==> src/rtl/hc595_chain_driver.sv <==
// Serial driver for a daisy-chain of CHAIN 74HC595 devices: shifts one W-bit frame
// out on ds/sh_cp at clk/(2*CLK_DIV), then pulses st_cp once to latch it.
//
// state | meaning
// IDLE  | s_ready high, waiting for s_valid
// SHIFT | clocking bits out, sh_cp low then high for CLK_DIV cycles each
// LATCH | st_cp high for CLK_DIV cycles, done on exit
module hc595_chain_driver #(
  parameter int CHAIN     = 2,
  parameter int CLK_DIV   = 2,
  parameter int LSB_FIRST = 0
) (
  input  logic               clk,
  input  logic               reset_n,
  input  logic [8*CHAIN-1:0] data,
  input  logic               s_valid,
  output logic               s_ready,
  output logic               sh_cp,
  output logic               st_cp,
  output logic               ds,
  output logic               busy,
  output logic               done
);

  localparam int W  = 8 * CHAIN;
  localparam int BW = $clog2(W + 1);
  localparam int DW = $clog2(CLK_DIV + 1);
  localparam logic [BW-1:0] LAST_BIT = BW'(W - 1);
  localparam logic [DW-1:0] DIV_TC   = DW'(CLK_DIV - 1);

  typedef enum logic [1:0] {IDLE, SHIFT, LATCH} state_t;

  state_t         state, state_nxt;
  logic [BW-1:0]  bit_cnt, bit_cnt_nxt;
  logic [DW-1:0]  div_cnt, div_cnt_nxt;
  logic [W-1:0]   shreg, shreg_nxt, shreg_adv;
  logic           sh_cp_nxt, st_cp_nxt, ds_nxt, s_ready_nxt, busy_nxt, done_nxt;
  logic           phase_end, last_bit;

  function automatic logic first_bit(input logic [W-1:0] v);
    return (LSB_FIRST != 0) ? v[0] : v[W-1];
  endfunction

  assign phase_end = (div_cnt == DIV_TC);
  assign last_bit  = (bit_cnt == LAST_BIT);
  assign shreg_adv = (LSB_FIRST != 0) ? (shreg >> 1) : (shreg << 1);

  always_ff @(posedge clk or negedge reset_n) begin
    if (!reset_n) state <= IDLE;
    else          state <= state_nxt;
  end

  always_comb begin
    state_nxt = state;
    case (state)
      IDLE:    if (s_valid) state_nxt = SHIFT;
      SHIFT:   if (phase_end && sh_cp && last_bit) state_nxt = LATCH;
      LATCH:   if (phase_end) state_nxt = IDLE;
      default: state_nxt = IDLE;
    endcase
  end

  // Next values of every registered output; ds only moves when sh_cp falls.
  always_comb begin
    bit_cnt_nxt = bit_cnt;
    div_cnt_nxt = div_cnt + 1'b1;
    shreg_nxt   = shreg;
    sh_cp_nxt   = sh_cp;
    st_cp_nxt   = st_cp;
    ds_nxt      = ds;
    s_ready_nxt = s_ready;
    busy_nxt    = busy;
    done_nxt    = 1'b0;
    case (state)
      IDLE: begin
        div_cnt_nxt = '0;
        bit_cnt_nxt = '0;
        if (s_valid) begin
          shreg_nxt   = data;
          ds_nxt      = first_bit(data);
          sh_cp_nxt   = 1'b0;
          s_ready_nxt = 1'b0;
          busy_nxt    = 1'b1;
        end
      end
      SHIFT: begin
        if (phase_end) begin
          div_cnt_nxt = '0;
          if (!sh_cp) begin
            sh_cp_nxt = 1'b1;
          end else begin
            sh_cp_nxt = 1'b0;
            if (last_bit) begin
              st_cp_nxt   = 1'b1;
              bit_cnt_nxt = '0;
            end else begin
              bit_cnt_nxt = bit_cnt + 1'b1;
              shreg_nxt   = shreg_adv;
              ds_nxt      = first_bit(shreg_adv);
            end
          end
        end
      end
      LATCH: begin
        if (phase_end) begin
          div_cnt_nxt = '0;
          st_cp_nxt   = 1'b0;
          done_nxt    = 1'b1;
          s_ready_nxt = 1'b1;
          busy_nxt    = 1'b0;
        end
      end
      default: begin
        div_cnt_nxt = '0;
        bit_cnt_nxt = '0;
      end
    endcase
  end

  always_ff @(posedge clk or negedge reset_n) begin
    if (!reset_n) begin
      bit_cnt <= '0;
      div_cnt <= '0;
      shreg   <= '0;
      sh_cp   <= 1'b0;
      st_cp   <= 1'b0;
      ds      <= 1'b0;
      s_ready <= 1'b1;
      busy    <= 1'b0;
      done    <= 1'b0;
    end else begin
      bit_cnt <= bit_cnt_nxt;
      div_cnt <= div_cnt_nxt;
      shreg   <= shreg_nxt;
      sh_cp   <= sh_cp_nxt;
      st_cp   <= st_cp_nxt;
      ds      <= ds_nxt;
      s_ready <= s_ready_nxt;
      busy    <= busy_nxt;
      done    <= done_nxt;
    end
  end

endmodule

==> config.mk <==
export PLATFORM = sky130hd
export DESIGN_NAME = hc595_chain_driver
export DESIGN_NICKNAME = d
export VERILOG_FILES = /design/src/rtl/hc595_chain_driver.sv
export SDC_FILE = /design/constraint.sdc
export NUM_CORES = 1
export LEC_CHECK = 0
export ABC_AREA = 0
export CORE_MARGIN = 2
export CORE_UTILIZATION = 45
export DETAILED_ROUTE_END_ITERATION = 7
export PLACE_DENSITY = 0.67
export SYNTH_ARGS = -nofsm -noshare
export SYNTH_HDL_FRONTEND = slang
export SYNTH_SLANG_ARGS = --single-unit
==> constraint.sdc <==
create_clock -name clk -period 2 [get_ports clk]
set_input_delay 0.2 -clock clk [delete_from_list [all_inputs] [get_ports clk]]
set_output_delay 0.2 -clock clk [all_outputs]
set_load 0.005 [all_outputs]
==> results of run 1 <==
-- path summary, 6_finish.rpt --
kind                       depth (start not counted)    endpoint
min in group clk                                   1   shreg[13]
setup reg to reg                                   7    shreg[5]
setup / recovery                                   7    shreg[5]
hold reg to reg                                    1   shreg[13]
hold / removal                                     2  bit_cnt[1]
max in group asynchronous                          2     s_ready
-- repair_timing --
action / 4_1_cts / 5_1_grt
pin swaps: 1 / 0
cloned: 0 / 0
gates resized for setup: 0 / 1
hold buffers: 0 / 0
setup buffers: 2 / 0
endpoints found under the setup margin: 15 / 15
-- final cells by class --
type / instances / area (sq um) / share of cell area
clock buffer: 7 / 55.1 / 0.0289
clock inverter: 1 / 5.00 / 0.00262
inverter: 6 / 22.5 / 0.0118
multi-input combinational: 79 / 698 / 0.366
sequential: 30 / 752 / 0.394
tap: 44 / 55.1 / 0.0289
timing repair buffer: 33 / 320 / 0.168
-- registers in the layout, indices dropped and copies added, names as in the netlist --
signal / flops
bit_cnt: 5
busy: 1
div_cnt: 2
done: 1
ds: 1
s_ready: 1
sh_cp: 1
shreg: 15
st_cp: 1
state: 2
-- power by group --
part           leakage, nW  total [mW]  switching [mW]  internal (mW)
Combinational        0.414        1.53           0.633          0.898
Clock               0.0353       0.363           0.193          0.170
Sequential           0.368        1.01           0.141          0.868
Total                0.817        2.90           0.968           1.94
-- kinds of logic (layout without fill, tap and decap cells) --
logic type               after synthesis  count (layout)
adder cells (fa/ha/maj)                5               5
AO/OA/AOI/OAI                         19              19
buffers and inverters                  9              47
multiplexers                          31              31
AND/OR/NAND/NOR                       24              24
flip-flops                            30              30
-- stage by stage --
stage                     std cells  cell area, sq um  total power, mW
after floorplan                 118              1490             2.05
after global placement          190              1820             2.39
after detailed placement        190              1820             2.47
after CTS                       200              1910             2.94
after global routing            200              1910             3.13
final                           200              1910             2.90
-- layout by cell type (no fill, tap or decap), drive strengths merged, types with 3 or more instances in the layout --
master,netlist,routed
buf,2,9
o21ai,3,3
nor2,3,3
dfrtp,29,29
mux2,31,31
nand2,6,6
ha,5,5
a21oi,5,5
clkdlybuf4s50,0,24
inv,6,6
nand3,3,3
clkbuf,1,7
-- per-layer routing --
layer / vias up / wire, um
met4: 0 / 51
li1: 497 / -
met3: 6 / 127
met2: 22 / 1430
met1: 488 / 1140
met5: - / 0
==> flow_summary.ini, run 1 <==
[status]
status = complete, no violations

[sta]
fin_crit_sh = 0.939
skew_ns = 0.00737
maxSlewHeadroom = 0.750
hold_slack_ns = 0.262
tightest_slew_ns = 0.375
layout_setup_ws_ns = 0.122
tns_ns = 0
final_hold_viol_count = 0
rsz0062_at_grt = false
setup_violations = 0
fmax_mhz = 533
slew_viol_final = 0
fin_crit_ns = 1.88

[worst_setup_path]
critPathLaunch = state[1]
r2r_slack_ns = 0.12
r2r_start = state[1]
critPathBufInv = 2
crit_fanout = 12
start_kind = flip-flop
cp.arrival_ns = 2.08
crit_chain = inv_1 > ha_1 > nor2b_1 > nor2_2 > o311ai_4 > buf_12 > mux2_2
cp.required_ns = 2.21
slowest_stage = dfrtp_1
path_delay_family = flip-flops
critPathMaxStageDelay_ns = 0.41
crit_type = flip-flop to flip-flop
end_kind = flip-flop

[synthesis]
synth_fa_ha_area_frac = 0.0420
synth_area_leaders = dfrtp_1 49%, mux2_2 23%, ha_1 4.2%, dfstp_2 1.8%, o311ai_4 1.8%
synth_simple_gate_area_share = 0.0915
synth_top_area_share = 0.487
syn_nets = 142
synth_cells = 118
synth_cell_types = 30
yosysSeqAreaShare = 0.505
synth-edff-count = 0
synth_commonest_cells = 31 x mux2_2, 29 x dfrtp_1, 6 x nand2_1
synth_ff_type = dfrtp_1
yosys_warnings = 0
syn_area_sq_um = 1490
yosysTopAreaCell = dfrtp_1
ys_ff_latch = 30
synth_compound_area_frac = 0.0991
muxShareOfSynthArea = 0.234
yosysMostFrequentCell = mux2_2
synth_top_family_by_area = multiplexers
synthXorXnorAreaFrac = 0
syn_area_per_cell_sq_um = 12.6
async_reset_ff_frac = 1.00

[power]
p_leak_nw = 0.817
power_density_nw_per_um2 = 1520
vdd_ir_drop_max_v = 0.000685

[grt]
met3_usage = 0.0399
grt_use_met1 = 0.178
use_met2 = 0.308
track_usage = 0.170
busiest_layer = met2
overflow = 0
grt_max_degree = 31
grt_pass1_vias = 1070
antenna_found_initial = 0
grt_pass1_wl_um = 4510

[final_layout]
nNetsFinal = 179
area_growth_pct = 28.0
fillers = 279
final_util = 0.615
drive_above_1_share = 0.333
antenna_cells = 0

[clock_tree]
clk_latency_ns = 0.32
cts_tree = yes
cts_buffer_depth = 2
htreeDepth = 2
cts_root_buffer = clkbuf_4
numClockSinks = 30
clk_pin_slew_ns = 0.09
cts_made_buffers = 5

[placed_design]
place_hpwl_um = 2000
preCtsSetupSlack_ns = -0.0463
place_congestion = 0.781
place.port_buffers = 24

[floorplan]
coreArea_sq_um = 3100
ios = 25
rows = 20
die_w_um = 61.5
dieHeight_um = 61.5
start_util = 0.480
die_area_sq_um = 3790

[route]
wl_per_cell_um = 13.7
firstDrtPassIters = 4
drc = 0
antenna_left = 0
wl_um = 2740
vias = 1013
drt_iter0_markers = 23
via_per_inst = 5.07

[min_path]
min_path_type = input port to asynchronous set/reset pin

[flow_run]
cap_violations = 0
(Power assumes the default switching activity.)
==> inputs of run 2 (changes only) <==
- SETUP_SLACK_MARGIN: not set -> 0.1
==> run 2 against run 1 <==
Compared with the run above:
- fmax up 5.9%
- register-to-register slack better by 0.11 ns
- cell count up 0.50%
- routed wire length up 0.22%
- clock skew down 0.00079 ns
- count of clock-buffer cells in the layout unchanged
- final area up 0.92%
- critical path depth up 1
- core utilization up 0.56 points
- sequential power about the same
- sequential cell count unchanged
- worst setup slack better by 0.11 ns
- critical endpoint unchanged
==> flow_summary.ini, run 2 (synthesized netlist as in run 1, its figures left out) <==
[grt]
track_usage = 0.171
antenna_found_initial = 0
grt_max_degree = 31
overflow = 0
grt_pass1_wl_um = 4510
grt_pass1_vias = 1073

[final_layout]
drive_above_1_share = 0.350
antenna_cells = 0
fin_cells = 201
fillers = 281
final_cell_mix = 31 x mux2_2, 29 x dfrtp_1, 24 x clkdlybuf4s50_1, 7 x buf_4, 6 x nand2_1
final_util = 0.621
final_common_cell = mux2_2
area_growth_pct = 29.2
nNetsFinal = 180
largest_register_ffs = 15
stdcell_area_sq_um = 1930
reg_top3 = shreg (15), bit_cnt (5)
largest-register = shreg

[placed_design]
place.port_buffers = 24
dp_cells = 190
preCtsSetupSlack_ns = -0.0463
place_hpwl_um = 2000
postPlaceCellArea_sq_um = 1820
place_congestion = 0.781

[sta]
tightest_slew_ns = 0.376
fin_crit_sh = 0.886
maxSlewHeadroom = 0.750
fin_crit_ns = 1.77
slew_viol_final = 0
fmax_mhz = 564
setup_violations = 0
final_hold_viol_count = 0
layout_setup_ws_ns = 0.228
rsz0062_at_grt = false
skew_ns = 0.00658

[clock_tree]
numClockSinks = 30
cts_hold_buf = 0
clk_latency_ns = 0.32
cts_made_buffers = 5
cts_tree = yes
cts_buffer_depth = 2
clk_pin_slew_ns = 0.09
cts_root_buffer = clkbuf_4
htreeDepth = 2

[worst_setup_path]
crit_type = flip-flop to flip-flop
cp.arrival_ns = 1.98
end_kind = flip-flop
r2r_start = state[1]
cp.required_ns = 2.21
rr_worst_depth = 8
r2r_slack_ns = 0.23
start_kind = flip-flop
crit_fanout = 12
critPathLaunch = state[1]
r2r_end = shreg[5]

[route]
via_per_inst = 5.08
drt_iter0_markers = 25
vias = 1022
wl_per_cell_um = 13.7
drc = 0
wl_um = 2750
firstDrtPassIters = 3
antenna_left = 0

[power]
p_comb_frac = 0.534
power_density_nw_per_um2 = 1530
p_total_mw = 2.95
p_int_mw = 1.97
swShare = 0.332
seqPwrFrac = 0.342
p_leak_nw = 0.825
vdd_ir_drop_max_v = 0.000660
power_frac_clock = 0.124
p_switching_mw = 0.978

[floorplan]
start_util = 0.480
coreArea_sq_um = 3100
dieHeight_um = 61.5
rows = 20
die_area_sq_um = 3790
die_w_um = 61.5
ios = 25

[status]
status = complete, no violations

[min_path]
min_path_type = input port to asynchronous set/reset pin

[flow_run]
cap_violations = 0
-- run 2: cell types whose count changed in the layout (fill, tap and decap cells not counted) --
cell,change
inv_1,-1
nor2b_2,+1
nor2b_1,-1
inv_2,+1
buf_4,-1
buf_6,+2
-- run 2: stage by stage --
step	hold WS (ns)	TNS (ns)
6_report	0.262	0
5_1_grt	0.285	0
4_1_cts	0.269	0
3_5_place_dp	0.490	-0.521
3_3_place_gp	0.474	0
2_1_floorplan	-0.0956	0
-- run 2: worst max path at each step --
stage,endpoint,slack [ns]
floorplan,shreg[12],0.19
global placement,shreg[9],0.01
detailed placement,shreg[5],-0.05
CTS,shreg[6],0.11
global route,shreg[13],0.12
finish,shreg[5],0.23
-- run 2: power by group through the flow --
stage / Sequential (mW) / Combinational (mW) / Clock (mW)
after floorplan: 0.979 / 1.07 / 0
after global placement: 1.00 / 1.39 / 0
after detailed placement: 1.02 / 1.45 / 0
after CTS: 1.01 / 1.55 / 0.379
after global routing: 1.04 / 1.73 / 0.407
final: 1.01 / 1.58 / 0.365
-- run 2: final cells by class --
class                      instances  area, sq um  share of cell area
timing repair buffer              34          335               0.174
multi-input combinational         79          701               0.364
inverter                           6         22.5              0.0117
clock buffer                       7         55.1              0.0286
clock inverter                     1         5.00             0.00260
tap                               44         55.1              0.0286
sequential                        30          752               0.391
-- run 2: worst max-delay path: stages (launching register included) --
cell	delay, ns
dfrtp_1	0.42
inv_2	0.09
ha_1	0.20
buf_6	0.14
nor2_1	0.06
nor2_2	0.17
o311ai_4	0.13
buf_12	0.18
mux2_2	0.27
-- run 2: per-layer routing --
metal  share of wire  wire length, um  vias to the layer above  global-route usage
met4           0.019               51                        0               0.100
met5               0                0                        -                   0
met3           0.047              130                        6              0.0399
met2            0.52             1440                       24               0.310
met1            0.41             1130                      492               0.178
li1                -                -                      500                   -
-- run 2: timing repair --
action,in CTS,in global routing
hold endpoints to repair,0,0
setup buffers,2,1
endpoints found under the setup margin,16,15
gates resized for setup,1,4
pin swaps,1,2
